[config.mk]
export PLATFORM = sky130hd
export DESIGN_NAME = core_if
export DESIGN_NICKNAME = d
export VERILOG_FILES = /design/src/rtl/core_if.sv
export SDC_FILE = /design/constraint.sdc
export NUM_CORES = 1
export LEC_CHECK = 0
export CORE_MARGIN = 10
export CORE_UTILIZATION = 35
export CTS_BUF_LIST = sky130_fd_sc_hd__clkbuf_4 sky130_fd_sc_hd__clkbuf_8
export CTS_CLUSTER_SIZE = 12
export DETAILED_ROUTE_END_ITERATION = 8
export PLACE_DENSITY = 0.63
export SKIP_CTS_REPAIR_TIMING = 1
export SLEW_MARGIN = 20
export SYNTH_ARGS = -nofsm -noshare
export SYNTH_HDL_FRONTEND = slang
export SYNTH_SLANG_ARGS = --single-unit
[constraint.sdc]
create_clock -name clk -period 5.3 [get_ports clk]
set_input_delay 0.53 -clock clk [delete_from_list [all_inputs] [get_ports clk]]
set_output_delay 0.53 -clock clk [all_outputs]
set_load 0.02 [all_outputs]
[src/rtl/core_if.sv]
// ---------------------------------------------------------------------------
// core_if : instruction-fetch stage
//
// Holds the program counter, issues word fetches to instruction memory over a
// req/ready request channel, collects in-order responses on an rvalid channel
// into a small prefetch FIFO, and presents the head entry (instruction plus
// its address) to decode. Later stages can stall the head (hold) or redirect
// the fetch stream (jump), which flushes the FIFO and discards every response
// still outstanding at that moment.
//
// Parameters
//   RESET_PC   : PC loaded on reset
//   FIFO_DEPTH : prefetch entries (power of two, >= 2); also bounds the sum of
//                in-flight requests and buffered entries
//   NOP_INST   : instruction presented when no entry is valid
//
// Ports
//   clk            : clock
//   rst            : synchronous active-high reset
//   hold_in        : downstream stall, keep the head entry
//   jump_en_in     : redirect request
//   jump_addr_in   : redirect target, bits [1:0] ignored
//   mem_req_out    : fetch request valid
//   mem_addr_out   : fetch word address
//   mem_ready_in   : memory accepts the request this cycle
//   mem_rvalid_in  : response valid (in request order)
//   mem_rdata_in   : response instruction word
//   inst_valid_out : head entry valid
//   inst_out       : head instruction, NOP_INST when empty
//   inst_addr_out  : head instruction address, 0 when empty
// ---------------------------------------------------------------------------
module core_if #(
  parameter logic [31:0] RESET_PC   = 32'h0000_0000,
  parameter int unsigned FIFO_DEPTH = 4,
  parameter logic [31:0] NOP_INST   = 32'h0000_0013
) (
  input  logic        clk,
  input  logic        rst,
  input  logic        hold_in,
  input  logic        jump_en_in,
  input  logic [31:0] jump_addr_in,
  output logic        mem_req_out,
  output logic [31:0] mem_addr_out,
  input  logic        mem_ready_in,
  input  logic        mem_rvalid_in,
  input  logic [31:0] mem_rdata_in,
  output logic        inst_valid_out,
  output logic [31:0] inst_out,
  output logic [31:0] inst_addr_out
);

  localparam int unsigned AW = (FIFO_DEPTH > 1) ? $clog2(FIFO_DEPTH) : 1;
  // Counters must be able to hold the value FIFO_DEPTH itself.
  localparam int unsigned CW = AW + 1;
  localparam logic [CW-1:0] DepthC = CW'(FIFO_DEPTH);
  localparam logic [CW:0]   DepthWide = (CW + 1)'(FIFO_DEPTH);

  // -------------------------------------------------------------------------
  // State
  // -------------------------------------------------------------------------
  logic [31:0]   r_pc;
  logic [31:0]   r_resp_pc;
  logic [CW-1:0] r_inflight;
  logic [CW-1:0] r_drop;
  logic [CW-1:0] r_count;
  logic [AW-1:0] r_rd_ptr;
  logic [AW-1:0] r_wr_ptr;

  logic [31:0] r_fifo_addr [FIFO_DEPTH];
  logic [31:0] r_fifo_inst [FIFO_DEPTH];

  // Next-state values
  logic [31:0]   w_pc_d;
  logic [31:0]   w_resp_pc_d;
  logic [CW-1:0] w_inflight_d;
  logic [CW-1:0] w_drop_d;
  logic [CW-1:0] w_count_d;
  logic [AW-1:0] w_rd_ptr_d;
  logic [AW-1:0] w_wr_ptr_d;

  // -------------------------------------------------------------------------
  // Handshake decode
  // -------------------------------------------------------------------------
  logic [31:0]   w_jump_target;
  logic          w_unused_jump_bits;
  logic [CW:0]   w_occupancy;
  logic          w_credit_ok;
  logic          w_accept;
  logic          w_resp;
  logic          w_resp_keep;
  logic          w_push;
  logic          w_pop;
  logic [CW-1:0] w_accept_inc;
  logic [CW-1:0] w_resp_dec;
  logic [CW-1:0] w_push_inc;
  logic [CW-1:0] w_pop_dec;

  assign w_jump_target      = {jump_addr_in[31:2], 2'b00};
  assign w_unused_jump_bits = ^jump_addr_in[1:0];

  // Every accepted request owns a FIFO slot until it is popped or dropped, so
  // a response can never find the FIFO full.
  assign w_occupancy = {1'b0, r_inflight} + {1'b0, r_count};
  assign w_credit_ok = (w_occupancy < DepthWide);

  assign mem_req_out  = !rst && !jump_en_in && w_credit_ok;
  assign mem_addr_out = r_pc;
  assign w_accept     = mem_req_out && mem_ready_in;

  // A response with nothing outstanding is stale (e.g. issued before a reset).
  assign w_resp      = mem_rvalid_in && (r_inflight != '0);
  assign w_resp_keep = w_resp && (r_drop == '0);
  // A response landing in a jump cycle belongs to the old stream.
  assign w_push      = w_resp_keep && !jump_en_in;
  assign w_pop       = inst_valid_out && !hold_in && !jump_en_in;

  assign w_accept_inc = {{(CW-1){1'b0}}, w_accept};
  assign w_resp_dec   = {{(CW-1){1'b0}}, w_resp};
  assign w_push_inc   = {{(CW-1){1'b0}}, w_push};
  assign w_pop_dec    = {{(CW-1){1'b0}}, w_pop};

  // -------------------------------------------------------------------------
  // Next-state logic
  // -------------------------------------------------------------------------
  always_comb begin
    w_pc_d       = r_pc;
    w_resp_pc_d  = r_resp_pc;
    w_inflight_d = r_inflight + w_accept_inc - w_resp_dec;
    w_drop_d     = r_drop;
    w_count_d    = r_count;
    w_rd_ptr_d   = r_rd_ptr;
    w_wr_ptr_d   = r_wr_ptr;

    if (jump_en_in) begin
      // No request is issued in a jump cycle, so w_inflight_d already holds
      // exactly the requests still outstanding; all of them become stale.
      w_pc_d      = w_jump_target;
      w_resp_pc_d = w_jump_target;
      w_drop_d    = w_inflight_d;
      w_count_d   = '0;
      w_rd_ptr_d  = '0;
      w_wr_ptr_d  = '0;
    end else begin
      if (w_accept) begin
        w_pc_d = r_pc + 32'd4;
      end
      if (w_resp && (r_drop != '0)) begin
        w_drop_d = r_drop - {{(CW-1){1'b0}}, 1'b1};
      end
      if (w_push) begin
        w_resp_pc_d = r_resp_pc + 32'd4;
        w_wr_ptr_d  = r_wr_ptr + {{(AW-1){1'b0}}, 1'b1};
      end
      if (w_pop) begin
        w_rd_ptr_d = r_rd_ptr + {{(AW-1){1'b0}}, 1'b1};
      end
      w_count_d = r_count + w_push_inc - w_pop_dec;
    end
  end

  // -------------------------------------------------------------------------
  // State registers
  // -------------------------------------------------------------------------
  always_ff @(posedge clk) begin
    if (rst) begin
      r_pc       <= RESET_PC;
      r_resp_pc  <= RESET_PC;
      r_inflight <= '0;
      r_drop     <= '0;
      r_count    <= '0;
      r_rd_ptr   <= '0;
      r_wr_ptr   <= '0;
    end else begin
      r_pc       <= w_pc_d;
      r_resp_pc  <= w_resp_pc_d;
      r_inflight <= w_inflight_d;
      r_drop     <= w_drop_d;
      r_count    <= w_count_d;
      r_rd_ptr   <= w_rd_ptr_d;
      r_wr_ptr   <= w_wr_ptr_d;
    end
  end

  // Storage is not reset; only entries below r_count are ever observed.
  always_ff @(posedge clk) begin
    if (w_push && !rst) begin
      r_fifo_addr[r_wr_ptr] <= r_resp_pc;
      r_fifo_inst[r_wr_ptr] <= mem_rdata_in;
    end
  end

  // -------------------------------------------------------------------------
  // Outputs: head entry straight from registers, no response bypass
  // -------------------------------------------------------------------------
  always_comb begin
    inst_valid_out = (r_count != '0);
    inst_out       = NOP_INST;
    inst_addr_out  = 32'h0000_0000;
    if (inst_valid_out) begin
      inst_out      = r_fifo_inst[r_rd_ptr];
      inst_addr_out = r_fifo_addr[r_rd_ptr];
    end
  end

  // -------------------------------------------------------------------------
  // Invariants
  // -------------------------------------------------------------------------
`ifndef SYNTHESIS
  always_ff @(posedge clk) begin
    if (!rst) begin
      assert (!(w_resp_keep && !jump_en_in && (r_count == DepthC)))
        else $error("core_if: response pushed into a full prefetch FIFO");
      assert (w_occupancy <= DepthWide)
        else $error("core_if: in-flight plus buffered exceeds FIFO_DEPTH");
      assert (r_drop <= r_inflight)
        else $error("core_if: drop count exceeds in-flight count");
      assert (r_pc[1:0] == 2'b00)
        else $error("core_if: fetch address not word aligned");
    end
  end
`endif

endmodule
# Yosys cells after proc, flatten, opt, wreduce, memory -nomap -nowiden
# Memories as Yosys holds them, arrays and structs flattened. A register that Yosys moved wholly into a read port is not among the register bits.
# Index checks and enable logic that the tools add are counted.
[word_totals] register_bits=77 mem_bits_rw=256 inputBits=70 out_inout_bits=98 memories=2
[op_classes] n_addsub=10 magnitude_cmp=1 mux=14 reduce_logical=21
[memory_table] name="r_fifo_addr" depth=4 word_bits=32 read_ports=1 rd_clocked_by_memory_dff=1 wr=1 line_no="69" source="logic [31:0] r_fifo_addr [FIFO_DEPTH];"
[memory_table] name="r_fifo_inst" depth=4 word_bits=32 read_ports=1 rd_clocked_by_memory_dff=1 wr=1 line_no="70" source="logic [31:0] r_fifo_inst [FIFO_DEPTH];"
[op_table] operator="2-to-1 mux 32 bit" n=6
[op_table] operator="adder 32 x 3 -> 32 bit, second input constant" n=2
[op_table] operator="logical AND 1 bit" n=10
[op_table] operator="nonzero test 3 bit" n=3
[op_table] operator="2-to-1 mux 2 bit" n=4
[op_table] operator="adder 3 x 1 -> 3 bit" n=2
[op_table] operator="2-to-1 mux 3 bit" n=2
[op_table] operator="nonzero test 2 bit" n=3
[op_table] operator="subtractor 3 x 1 -> 3 bit" n=2
[op_table] operator="adder 2 x 1 -> 2 bit, second input constant" n=2
[op_table] operator="adder 3 x 3 -> 4 bit" n=1
[op_table] operator="less-than comparator 4 x 3 -> 1 bit, second input constant" n=1
[op_table] operator="logical NOT 1 bit" n=3
[op_table] operator="logical NOT 3 bit" n=1
[op_table] operator="subtractor 3 x 1 -> 3 bit, second input constant" n=1
[op_table] operator="2-to-1 mux 1 bit" n=2
[op_table] operator="OR reduction 2 bit" n=1

# Depth between registers and ports, before layout
[depth] word_depth=7 depth_mapped=15 depth_no_buf=13

# Least setup slack after synthesis
# OpenSTA, ideal clock, no wires.
[synth_path] path_type="reg2reg" startpoint="reg r_drop[0]" endpoint="mem r_fifo_addr[0][10] (enable)" setup_time_ns=0.427 t_arrival_ns=2.765 required_ns=4.873 path_slack_ns=2.109 stages_incl_launch_ff=7 synth_period_minus_slack_ns=3.191 cell_sequence="dfxtp_1 -> inv_1 -> ha_1 -> and3b_1 -> and2_1 -> clkbuf_1 -> and3_1"
[synth_via] elab_chain_len=6
[synth_lines] element="start, declared" line_no="64" source="logic [CW-1:0] r_drop;"
[synth_lines] element="start signal, assigned" line_no="177" source="r_drop <= w_drop_d;"
[synth_lines] element="logical NOT 3 bit" line_no="112" source="assign w_resp_keep = w_resp && (r_drop == '0);"
[synth_lines] element="logical AND 1 bit" line_no="112"
[synth_lines] element="logical AND 1 bit" line_no="114" source="assign w_push = w_resp_keep && !jump_en_in;"
[synth_lines] element="logical AND 1 bit" line_no="186" source="if (w_push && !rst) begin"
[synth_lines] element="2-to-1 mux 1 bit" line_no="186"
[synth_lines] element="2-to-1 mux 1 bit (implied by the code)" line_no="187" source="r_fifo_addr[r_wr_ptr] <= r_resp_pc;"
[synth_lines] element="end, declared" line_no="69"
# Every way passes these cells.

==> results_tabular.tex <==
\begin{tabular}{lr}
\hline
Metric & Value \\
\hline
\multicolumn{2}{l}{\textbf{Status}} \\
Run status & finished, final reports clean \\
\multicolumn{2}{l}{\textbf{Yosys}} \\
Cell variety after synth & between 50 and 60 \\
Yosys top cell by area & sky130\_fd\_sc\_hd\_\_edfxtp\_1 \\
Area share of the largest cell type after synthesis & 0.546 \\
Primary FF master, synth & sky130\_fd\_sc\_hd\_\_edfxtp\_1 \\
Post-synthesis instance total & 921 \\
Cell Area, Synth & 13600 um2 \\
Flop and latch count out of synthesis & 323 \\
Number of warnings issued by yosys & 0 \\
Dominant cells by area after synthesis & sky130\_fd\_sc\_hd\_\_edfxtp\_1, sky130\_fd\_sc\_hd\_\_dfxtp\_1, sky130\_fd\_sc\_hd\_\_mux4\_2 \\
Avg Synthesized Cell Area & between 10 and 15 um2 \\
Number of flops mapped to enable cells by yosys & 248 \\
Sequential cell area fraction in the yosys report & 0.656 \\
FFs w/ async S/R, synth & 0 \\
\multicolumn{2}{l}{\textbf{Timing}} \\
Clock period minus worst slack & 3770 ps \\
Clock skew & 13.1 ps \\
Unrepaired setup endpoints after global routing & false \\
Max Freq & 0.266 GHz \\
Endpoints failing hold & 0 \\
Slew Limit Headroom & 0.309 \\
Setup-violating endpoint count in the final report & 0 \\
Number of max-slew violations in the final report & 0 \\
Final worst-path cycle share & 0.711 \\
Least-Margin Pin Slew & 1040 ps \\
Aggregate negative setup slack & 0 ps \\
\multicolumn{2}{l}{\textbf{Layout}} \\
Fraction of final layout cells with drive strength greater than 1 & 0.159 \\
Post-route cell area & $\sim$17000 um2 \\
Post-layout net count & between 1000 and 1500 \\
Total of fill cells in the finished design & 3526 \\
Antenna diode count & 0 \\
Signed area change from the synthesized netlist to the final layout & 23.2\% \\
Final Instance Count excl. Fillers & between 1500 and 2000 \\
\multicolumn{2}{l}{\textbf{Floorplanning}} \\
Full die area & 47300 um2 \\
Core area & 38600 um2 \\
Die H & 217 um \\
Starting density of the core & 0.354 \\
Die outline width & 217 um \\
Core Rows & 72 \\
Total I/O pin count & $\sim$170 \\
\multicolumn{2}{l}{\textbf{Pwr}} \\
Peak supply drop & about 0.13 mV \\
Total power of the final layout & 5.67 mW \\
Leakage & 5.38 nW \\
Power spent charging and discharging nets & 1.39 mW \\
Clock network power share & 0.373 \\
Flop pwr share & 0.516 \\
Power per unit of standard cell area & 337 nW/um2 \\
Switching power as a share of total power & 0.245 \\
Share of power burned in combinational logic & 0.111 \\
Internal power & 4.28 mW \\
\multicolumn{2}{l}{\textbf{Critical path}} \\
Crit end category & output pin \\
Slowest library cell on the worst path & sky130\_fd\_sc\_hd\_\_dfxtp\_4 \\
Crit path largest cell delay & approximately 960 ps \\
Data required time at the worst endpoint & roughly 4800 ps \\
Cell-by-cell listing of the critical path & buf\_4 -> mux4\_2 -> nor2b\_1 -> clkdlybuf4s50\_1 \\
Critical path startpoint category & flop \\
Type of the worst setup path & reg2out \\
Arrival time reported for the critical path endpoint & 3240 ps \\
Largest driver fanout on the critical path & between 40 and 50 \\
\multicolumn{2}{l}{\textbf{Global route}} \\
Global-route congestion overflow total & 0 \\
Global-route wire length before repair & 50400 um \\
Via count of the first global-routing pass & 8715 \\
Pin count of the biggest net entering global routing & 65 \\
Number of antenna violations at the first check in global routing & 0 \\
GRT Util Overall & 0.134 \\
\multicolumn{2}{l}{\textbf{Route}} \\
Post-detailed-route wirelength per cell & 19.4 um \\
Vias per cell & 5.09 \\
Number of vias after detailed routing & 8417 \\
Pre-Repair DR Iteration Count & 5 \\
Count of unresolved DRC violations after routing & 0 \\
Final ANT Viol Nets & 0 \\
DR iter-0 viols & 614 \\
Total routed wirelength & about 32000 um \\
\multicolumn{2}{l}{\textbf{Min path}} \\
Class of the tightest hold or removal check & reg2reg \\
\multicolumn{2}{l}{\textbf{CTS}} \\
Latest clock arrival within the worst-skew pair & 580 ps \\
CTS root buffer & sky130\_fd\_sc\_hd\_\_clkbuf\_8 \\
Clock-pin slew reported for the worst setup and hold paths after clock tree synthesis & 60 ps \\
TritonCTS clock tree & yes \\
Clock buffer depth & 3 \\
Clock sinks & approximately 320 \\
CTS H-tree lvls & 2 \\
Clock buffers created by TritonCTS & 53 \\
\multicolumn{2}{l}{\textbf{Place}} \\
Post-Place Cells & 1558 \\
Routability-driven placement congestion ratio & 0.779 \\
Detailed Place HPWL & 19700 um \\
Port Buffers & around 160 \\
Placed instance area & $\sim$16000 um2 \\
\multicolumn{2}{l}{\textbf{Run}} \\
Max-capacitance violation count & 0 \\
\hline
\end{tabular}
## kinds of logic after synthesis
logic type,share of synthesized area
multiplexers,0.105
adder cells (fa/ha/maj),0.0158
AND/OR/NAND/NOR,0.120
AO/OA/AOI/OAI,0.0515
other,0.000275
XOR/XNOR,0.0270
buffers and inverters,0.0244
flip-flops,0.656
## final cells by class
| cell class | count | area (um2) | area share |
|---|---|---|---|
| multi-input combinational | 520 | 4400 | 0.262 |
| clock inverter | 19 | 118 | 0.00700 |
| sequential | 323 | 8960 | 0.533 |
| tap | 518 | 648 | 0.0386 |
| clock buffer | 76 | 915 | 0.0544 |
| inverter | 29 | 109 | 0.00648 |
| timing repair buffer | 168 | 1660 | 0.0987 |
## synthesized netlist by cell type, types with 6 or more instances
library cell	number
sky130_fd_sc_hd__and2_1	12
sky130_fd_sc_hd__and3_1	18
sky130_fd_sc_hd__nor3_1	11
sky130_fd_sc_hd__nand2_1	40
sky130_fd_sc_hd__o21ai_0	11
sky130_fd_sc_hd__nand4_1	26
sky130_fd_sc_hd__ha_1	14
sky130_fd_sc_hd__edfxtp_1	248
sky130_fd_sc_hd__inv_1	27
sky130_fd_sc_hd__clkbuf_1	33
sky130_fd_sc_hd__nor4_1	6
sky130_fd_sc_hd__a21o_1	6
sky130_fd_sc_hd__a211oi_1	12
sky130_fd_sc_hd__o211ai_1	6
sky130_fd_sc_hd__dfxtp_1	75
sky130_fd_sc_hd__a21boi_0	9
sky130_fd_sc_hd__or2_2	6
sky130_fd_sc_hd__or3_1	8
sky130_fd_sc_hd__nor2b_1	62
sky130_fd_sc_hd__buf_2	11
sky130_fd_sc_hd__xor2_1	18
sky130_fd_sc_hd__nand3_1	23
sky130_fd_sc_hd__a21oi_1	31
sky130_fd_sc_hd__mux4_2	62
sky130_fd_sc_hd__xnor2_1	24
sky130_fd_sc_hd__a31oi_1	14
sky130_fd_sc_hd__nor2_1	45
## final timing paths
| path | startpoint | endpoint | slack, ps | cells after the start |
|---|---|---|---|---|
| worst min register to register | mem_addr_out[27] | mem_addr_out[27] | 530 | 2 |
| worst max-delay path | flop | inst_out[15] | 1530 | 4 |
| worst max register to register | r_inflight[2] | r_drop[2] | 1980 | 14 |
| worst min-delay path | mem_addr_out[27] | mem_addr_out[27] | 530 | 2 |
## routing by layer
layer,global-route usage,up-vias,routed length [um]
met5,0,-,0
met4,0.0361,0,602
met3,0.0419,54,2590
met2,0.199,298,14100
met1,0.186,4180,14800
li1,-,3885,-
## worst max-delay path, delay by kind of cell (launching register included)
family,cells,cell delay [ps]
flops,1,960
buf+inv,2,960
mux,1,520
simple gates,1,140
## power groups by stage
| stage | clock network (mW) | registers [mW] | logic, mW |
|---|---|---|---|
| finish | 2.11 | 2.92 | 0.632 |
| global route | 2.29 | 2.94 | 0.700 |
| CTS | 2.18 | 2.92 | 0.643 |
| detailed placement | 0 | 2.97 | 0.638 |
| global placement | 0 | 2.97 | 0.632 |
| floorplan | 0 | 2.96 | 0.372 |
## metrics by stage
| stage | utilization | worst slack, ps | hold WS, ps |
|---|---|---|---|
| after floorplan | - | 2110 | 481 |
| after global placement | 0.409 | 1700 | 510 |
| after detailed placement | 0.409 | 1690 | 526 |
| after CTS | 0.436 | 1390 | 494 |
| after global routing | 0.436 | 1250 | 537 |
| final | 0.436 | 1530 | 531 |
## cells in the final DEF (no fill, tap or decap), types with 12 or more instances in the layout
| master | n |
|---|---|
| sky130_fd_sc_hd__xor2_1 | 18 |
| sky130_fd_sc_hd__a21oi_1 | 31 |
| sky130_fd_sc_hd__a31oi_1 | 14 |
| sky130_fd_sc_hd__clkdlybuf4s50_1 | 160 |
| sky130_fd_sc_hd__clkbuf_4 | 21 |
| sky130_fd_sc_hd__inv_1 | 27 |
| sky130_fd_sc_hd__and2_1 | 12 |
| sky130_fd_sc_hd__edfxtp_1 | 248 |
| sky130_fd_sc_hd__nor2b_1 | 62 |
| sky130_fd_sc_hd__dfxtp_1 | 73 |
| sky130_fd_sc_hd__a211oi_1 | 12 |
| sky130_fd_sc_hd__mux4_2 | 62 |
| sky130_fd_sc_hd__nand4_1 | 26 |
| sky130_fd_sc_hd__clkbuf_8 | 55 |
| sky130_fd_sc_hd__nand2_1 | 40 |
| sky130_fd_sc_hd__ha_1 | 14 |
| sky130_fd_sc_hd__nand3_1 | 23 |
| sky130_fd_sc_hd__and3_1 | 14 |
| sky130_fd_sc_hd__xnor2_1 | 24 |
| sky130_fd_sc_hd__nor2_1 | 45 |
## registers in the layout (all words and copies together) (netlist names), named ones only
name,cells
r_fifo_inst,128
r_fifo_addr,120
mem_addr_out,30
r_resp_pc,30
r_count,3
r_drop,3
r_inflight,3
r_rd_ptr,2
r_wr_ptr,2
(Power assumes the default switching activity.)
